File: config.mk
export PLATFORM = sky130hd
export DESIGN_NAME = iic_slave_regs
export DESIGN_NICKNAME = d
export VERILOG_FILES = /design/src/rtl/iic_slave_regs.sv
export SDC_FILE = /design/constraint.sdc
export NUM_CORES = 1
export LEC_CHECK = 0
export CELL_PAD_IN_SITES_DETAIL_PLACEMENT = 2
export CELL_PAD_IN_SITES_GLOBAL_PLACEMENT = 2
export CORE_UTILIZATION = 37
export CTS_CLUSTER_DIAMETER = 100
export DETAILED_ROUTE_END_ITERATION = 10
export PLACE_DENSITY_LB_ADDON = 0.15
export SYNTH_ARGS = -nofsm -noshare
export SYNTH_HDL_FRONTEND = slang
export SYNTH_SLANG_ARGS = --single-unit
File: constraint.sdc
create_clock -name clk_50m -period 9 [get_ports clk_50m]
set_input_delay 2.7 -clock clk_50m [delete_from_list [all_inputs] [get_ports clk_50m]]
set_output_delay 2.7 -clock clk_50m [all_outputs]
set_load 0.1 [all_outputs]
File: src/rtl/iic_slave_regs.sv
// I2C write-only target for codec-style {dev, reg/d8, data} frames backed by a 9-bit register file.
// States: IDLE bus free | DEV_ADDR collect address | DEV_ACK/ACK1/ACK2 drive ACK | BYTE1/BYTE2 collect | IGNORE wait START/STOP
module iic_slave_regs #(
    parameter logic [6:0] DEV_ADDR = 7'h1A,
    parameter int         NUM_REGS = 16,
    parameter int         FILT_LEN = 4
) (
    input  logic       clk_50m,
    input  logic       rst,
    input  logic       iic_sclk,
    input  logic       iic_sda_in,
    output logic       iic_sda_oe,
    output logic       wr_stb,
    output logic [6:0] wr_addr,
    output logic [8:0] wr_data,
    input  logic [6:0] rd_addr,
    output logic [8:0] rd_data,
    output logic       busy
);

    localparam int AW = (NUM_REGS > 1) ? $clog2(NUM_REGS) : 1;
    localparam int FW = $clog2(FILT_LEN + 1);

    typedef enum logic [2:0] {
        IDLE, DEV_ADDR_S, DEV_ACK, BYTE1, ACK1, BYTE2, ACK2, IGNORE
    } state_t;

    // index 0 = SCL, index 1 = SDA; idle bus level is high
    logic [1:0]    sync1_q, sync2_q, filt_q, prev_q;
    logic [FW-1:0] fcnt_q [2];

    always_ff @(posedge clk_50m or posedge rst) begin
        if (rst) begin
            sync1_q   <= '1;
            sync2_q   <= '1;
            filt_q    <= '1;
            prev_q    <= '1;
            fcnt_q[0] <= '0;
            fcnt_q[1] <= '0;
        end else begin
            sync1_q <= {iic_sda_in, iic_sclk};
            sync2_q <= sync1_q;
            prev_q  <= filt_q;
            for (int i = 0; i < 2; i++) begin
                if (sync2_q[i] == filt_q[i]) begin
                    fcnt_q[i] <= '0;
                end else if (fcnt_q[i] == FW'(FILT_LEN - 1)) begin
                    filt_q[i] <= sync2_q[i];
                    fcnt_q[i] <= '0;
                end else begin
                    fcnt_q[i] <= fcnt_q[i] + 1'b1;
                end
            end
        end
    end

    logic scl_rise, scl_fall, start_det, stop_det;
    assign scl_rise  =  filt_q[0] & ~prev_q[0];
    assign scl_fall  = ~filt_q[0] &  prev_q[0];
    assign start_det =  filt_q[0] &  prev_q[0] &  prev_q[1] & ~filt_q[1];
    assign stop_det  =  filt_q[0] &  prev_q[0] & ~prev_q[1] &  filt_q[1];

    state_t     state_q;
    logic [7:0] shift_q;
    logic [2:0] bit_cnt_q;
    logic       full_q;
    logic [6:0] reg_addr_q;
    logic       d8_q;
    logic       sda_oe_q, wr_stb_q, busy_q;
    logic [6:0] wr_addr_q;
    logic [8:0] wr_data_q;
    logic [8:0] regs_q [NUM_REGS];

    always_ff @(posedge clk_50m or posedge rst) begin
        if (rst) begin
            state_q    <= IDLE;
            shift_q    <= '0;
            bit_cnt_q  <= '0;
            full_q     <= 1'b0;
            reg_addr_q <= '0;
            d8_q       <= 1'b0;
            sda_oe_q   <= 1'b0;
            wr_stb_q   <= 1'b0;
            busy_q     <= 1'b0;
            wr_addr_q  <= '0;
            wr_data_q  <= '0;
            for (int i = 0; i < NUM_REGS; i++) regs_q[i] <= '0;
        end else begin
            wr_stb_q <= 1'b0;
            if (start_det) begin
                state_q   <= DEV_ADDR_S;
                bit_cnt_q <= '0;
                full_q    <= 1'b0;
                sda_oe_q  <= 1'b0;
                busy_q    <= 1'b1;
            end else if (stop_det) begin
                state_q   <= IDLE;
                bit_cnt_q <= '0;
                full_q    <= 1'b0;
                sda_oe_q  <= 1'b0;
                busy_q    <= 1'b0;
            end else begin
                case (state_q)
                    DEV_ADDR_S, BYTE1, BYTE2: begin
                        if (scl_rise) begin
                            shift_q   <= {shift_q[6:0], filt_q[1]};
                            bit_cnt_q <= bit_cnt_q + 3'd1;
                            if (bit_cnt_q == 3'd7) full_q <= 1'b1;
                        end else if (scl_fall && full_q) begin
                            full_q <= 1'b0;
                            case (state_q)
                                DEV_ADDR_S: begin
                                    if (shift_q == {DEV_ADDR, 1'b0}) begin
                                        sda_oe_q <= 1'b1;
                                        state_q  <= DEV_ACK;
                                    end else begin
                                        state_q  <= IGNORE;
                                    end
                                end
                                BYTE1: begin
                                    reg_addr_q <= shift_q[7:1];
                                    d8_q       <= shift_q[0];
                                    if ({25'd0, shift_q[7:1]} < NUM_REGS) begin
                                        sda_oe_q <= 1'b1;
                                        state_q  <= ACK1;
                                    end else begin
                                        state_q  <= IGNORE;
                                    end
                                end
                                default: begin
                                    regs_q[reg_addr_q[AW-1:0]] <= {d8_q, shift_q};
                                    wr_addr_q <= reg_addr_q;
                                    wr_data_q <= {d8_q, shift_q};
                                    wr_stb_q  <= 1'b1;
                                    sda_oe_q  <= 1'b1;
                                    state_q   <= ACK2;
                                end
                            endcase
                        end
                    end
                    // the first SCL fall seen in an ACK state ends the ACK clock
                    DEV_ACK, ACK1, ACK2: begin
                        if (scl_fall) begin
                            sda_oe_q  <= 1'b0;
                            bit_cnt_q <= '0;
                            full_q    <= 1'b0;
                            state_q   <= (state_q == ACK1) ? BYTE2 : BYTE1;
                        end
                    end
                    default: ;
                endcase
            end
        end
    end

    always_comb begin
        rd_data = '0;
        if ({25'd0, rd_addr} < NUM_REGS) rd_data = regs_q[rd_addr[AW-1:0]];
    end

    assign iic_sda_oe = sda_oe_q;
    assign wr_stb     = wr_stb_q;
    assign wr_addr    = wr_addr_q;
    assign wr_data    = wr_data_q;
    assign busy       = busy_q;

endmodule

[Word-level counts from Yosys, hierarchy flattened]
Cells that the tools add are included.
Storage, ports and cells
  register bits: 200
  input bits: 11
  output and inout port bits: 28
  word-level logic and storage cells: 146
Cells by class
  add/subtract/negate cells: 3
  order comparisons: 5
  equal/unequal tests: 20
  multiplexer cells: 49
  bitwise gates (word level): 19
  reduce and logical (&&, ||, !) cells: 16
Operators with widths (number)
  $bwmux 144: 1
  $mux 3: 15
  $bmux 9 s4: 1
  $demux 9 s4: 1
  $mux 9: 4
  $mux 1: 20
  $ne 5x5->1 const B: 4
  $pmux 3 s2: 3
  $reduce_and 6->1: 3
  $ne 4x4->1 const B: 4
  $lt 7x5->1 const B: 2
  $eq 3x2->1 const B: 4
  $eq 3x3->1 const B: 4
  $reduce_and 4->1: 3
  $ge 5x5->1 const B: 2
  $not 1->1: 10
  $not 4->5: 2
  $add 3x1->3 const B: 3
  $eq 8x6->1 const B: 1
  $and 1x1->1: 7
  $pmux 1 s2: 3
  $reduce_or 3->1: 2
  $lt 5x1->1 const B: 1
  $reduce_and 2->1: 2
  other kinds (8): 10

[Depth between registers and ports, before layout]
  depth in word-level cells: 8
  depth in mapped cells: 8
  gate-level depth less buffers: 5

[Least setup slack after synthesis]
OpenSTA, ideal clock, no wires.
  path type: input-to-output
  start: input rd_addr[2]
  end: output rd_data[0]
  arrival time: 5.093 ns
  required time: 6.300 ns
  setup slack: 1.207 ns
  stages on the path: 5
  path buffers: 2
  cells stage by stage: buf_2 > clkbuf_1 > mux4_2 > mux4_2 > nor2b_1
On the way
  longest elaborated chain between the ends: 5
  elaborated cells between the ends (all ways): 6
Ends and longest elaborated chain
  from (decl): line 16  | input logic [6:0] rd_addr,
  $not 4->5 (not written as such): line 158  | if ({25'd0, rd_addr} < NUM_REGS) rd_data = regs_q[rd_addr[AW-1:0]];
  $bmux 9 s4: line 158
  $mux 9 (not written as such) (2 in series): line 158
  $mux 9 *: line 158
  to (decl): line 17  | output logic [8:0] rd_data,
Every way passes the cells marked *; elsewhere a longest branch is shown, timed or not. The select of a mux whose other input is x is not followed.

[Worst setup path in the final report]
  start: input rd_addr[0]
  end: output rd_data[7]
Same word-level chain as after synthesis.

==> impl_metrics.toml <==
[logic_synthesis]
synth_xor_area_frac = 0.002914
netlist_area_um2 = 9016
yosys.area_share.adder = 0.005551
yosys.area.top_type_share = 0.5329
synth_edf_count = 0
synth_most_common_cell = "dfrtp_1"
yosys-top-cells-area = "dfrtp_1, mux2_2, mux4_2"
synthFlopType = "dfrtp_1"
synth_top_family_by_area = "multiplexers"
synth_commonest_cells = "dfrtp_1, mux2_2, mux4_2"
avgSynthCellArea_um2 = 15.08
synth_fp_nets = 613
synth_largest_area_cell = "dfrtp_1"
synth-simple-area-share = 0.07424
synthArstFlopShare = 1.000
ys_ff_latch = 200
synth_compound_area_frac = 0.01846
yosys_warnings = 0
syn-instance-count = 598
synth_cell_types = 42
synth_mux_area_frac = 0.3210
ys_seq_area_frac = 0.5562

[drt]
drt-initial-drc-count = 149
drt_pass1_iterations = 4
vias = 5184
routed_via_density = 5.440
drt_wl_total_mm = 23.13
wl_per_cell_um = 24.27
ant_nets = 0
drcViolationCount = 0

[critical_path]
crit_type = "primary input to output pin"
reg2reg_setup_slack_ns = 5.33
arrival_ns = 4.91
startpoint = "rd_addr[0]"
startpoint_type = "primary input"
reg2regPathDepth = 6
path_max_fanout = 14
endpoint_kind = "output pin"
reg2reg_to = "regs_q[143]$_DFFE_PP0P_"
cp_data_required_time_ns = 6.30
r2r-start = "prev_q[0]$_DFF_PP1_"

[placement]
gp_congestion = 0.7750
place_hpwl_mm = 15.10
placed_cells = 921
port_buffers = 38

[global_routing]
grt_max_degree = 138
grt_overflow_total = 0
grt_antenna_before_repair = 0
grt_pass1_wl_mm = 36.58
grt_pass1_vias = 5871
grt.total_usage = 0.2037

[die]
ios = 39
rows = 56
fp.dieArea_um2 = 25000
initial_core_util = 0.3807
fp.dieW_um = 158.1
core_area_um2 = 23680
die_h_um = 158.1

[job]
maxCapViolations = 0

[timing]
fin_crit_sh = 0.8458
drv_slew = 0
skew_ns = 0.009855
tns_ns = 0
slew-limit-headroom = 0.1431
finalSetupViolations = 0
worst_pin_slew_ns = 1.278
fmax_ghz = 0.1314
rsz0062_at_grt = "no"
fin_crit_ns = 7.613
final-hold-violation-count = 0

[clocking]
post_cts.repair.setup_buffers = 0
cts_resized = 0
cts.sinks = 200
cts_buffers = 17
clk_pin_slew_worst_paths_ns = 0.07
cts-root-buf = "clkbuf_16"
cts_tree = "yes"
clk_latency_ns = 0.44
cts_hold_buf = 0
h-tree-depth = 4
clock_path_buffers = 2

[power]
leakagePower_nw = 4.723
power_w = 0.002272
p_per_area_nw_per_um2 = 221.6
ir_drop_v = 0.0001903

[min_path]
min_path_cells = 0
min_to = "sync2_q[0]$_DFF_PP1_"
min_from = "sync1_q[0]$_DFF_PP1_"
hp-class = "flop to flop"

[cells_and_area]
drive_gt1_frac = 0.4543
layout.cells.non_filler = 953
area_growth_pct = 13.75
diodes = 0
nNetsFinal = 636

[outcome]
status = "finished, final reports clean"
## cells by family (layout without fill, tap and decap cells)
kind of cell / after synthesis / in the layout
adder cells (fa/ha/maj): 4 / 4
AO/OA/AOI/OAI: 23 / 23
buffers and inverters: 48 / 84
flip-flops: 200 / 200
XOR/XNOR: 3 / 3
multiplexers: 212 / 212
AND/OR/NAND/NOR: 108 / 108
## layout by cell type, fill, tap and decap left out, types with 3 or more instances in the layout
cell | synthesis | routed
mux4_2 | 45 | 45
clkbuf_16 | 0 | 17
clkdlybuf4s50_1 | 0 | 27
clkinvlp_4 | 0 | 4
nor2_4 | 3 | 3
ha_1 | 4 | 4
inv_1 | 5 | 4
nand2_1 | 42 | 42
dfstp_2 | 8 | 8
nor3_2 | 10 | 10
and3_1 | 3 | 3
nor2_1 | 6 | 6
dfrtp_1 | 192 | 192
o21ai_0 | 5 | 5
mux2_2 | 167 | 167
buf_4 | 0 | 18
a211oi_1 | 4 | 4
clkbuf_8 | 0 | 3
clkbuf_1 | 27 | 3
nand2b_1 | 7 | 7
nor4_4 | 3 | 3
nor3_1 | 4 | 4
nor2b_1 | 16 | 16
xnor2_1 | 3 | 3
## critical path, cell delays in order
cell	delay, ns
buf_2	0.40
buf_4	0.35
mux4_2	0.54
mux4_2	0.49
nor2b_1	0.15
buf_4	0.26
## state kept, by name (all words and copies together) (netlist names), 2 cells and up
signal	cells
filt_q	2
wr_addr	7
sync1_q	2
regs_q	144
bit_cnt_q	3
fcnt_q	6
reg_addr_q	7
wr_data	9
shift_q	8
prev_q	2
sync2_q	2
state_q	3
## power breakdown
part | total (W) | leakage, nW | switching (W) | internal (W)
sequential | 0.00111 | 2.74 | 0.000140 | 0.000966
combinational | 0.000390 | 1.71 | 0.000248 | 0.000142
clock | 0.000776 | 0.276 | 0.000342 | 0.000434
## worst max path at each step
| stage | endpoint | cells past startpoint |
|---|---|---|
| 2_1_floorplan | bit_cnt_q[0]$_DFFE_PP0P_ | 1 |
| 3_3_place_gp | rd_data[7] | 6 |
| 3_5_place_dp | rd_data[7] | 6 |
| 4_1_cts | rd_data[7] | 6 |
| 5_1_grt | rd_data[8] | 6 |
| 6_report | rd_data[7] | 6 |
## routing by layer
| metal | GRT usage | up-vias | wire length, µm |
|---|---|---|---|
| met5 | 0 | - | 0 |
| met4 | 0.06273 | 0 | 317 |
| met3 | 0.03312 | 22 | 585 |
| met2 | 0.3548 | 63 | 11970 |
| met1 | 0.2587 | 2876 | 10260 |
| li1 | - | 2223 | - |
## metrics by stage
step / worst slack [ns] / area [µm²] / hold WS (ns) / util
after floorplan: 0.8592 / 9016 / 0.3452 / -
after global placement: 1.357 / 9662 / 0.3461 / 0.4080
final: 1.387 / 10260 / 0.3575 / 0.4331
after detailed placement: 1.356 / 9662 / 0.3472 / 0.4080
after global routing: 1.255 / 10260 / 0.3662 / 0.4331
after CTS: 1.361 / 10260 / 0.3587 / 0.4331
## final cells by class
type / instances / area (µm²)
fill: 2294 / 13430
sequential: 200 / 5015
multi-input combinational: 350 / 3806
clock buffer: 23 / 478.0
timing repair buffer: 47 / 415.4
tap: 319 / 399.1
clock inverter: 9 / 116.4
inverter: 5 / 26.28
No activity file was read; power rests on OpenSTA's default activity.
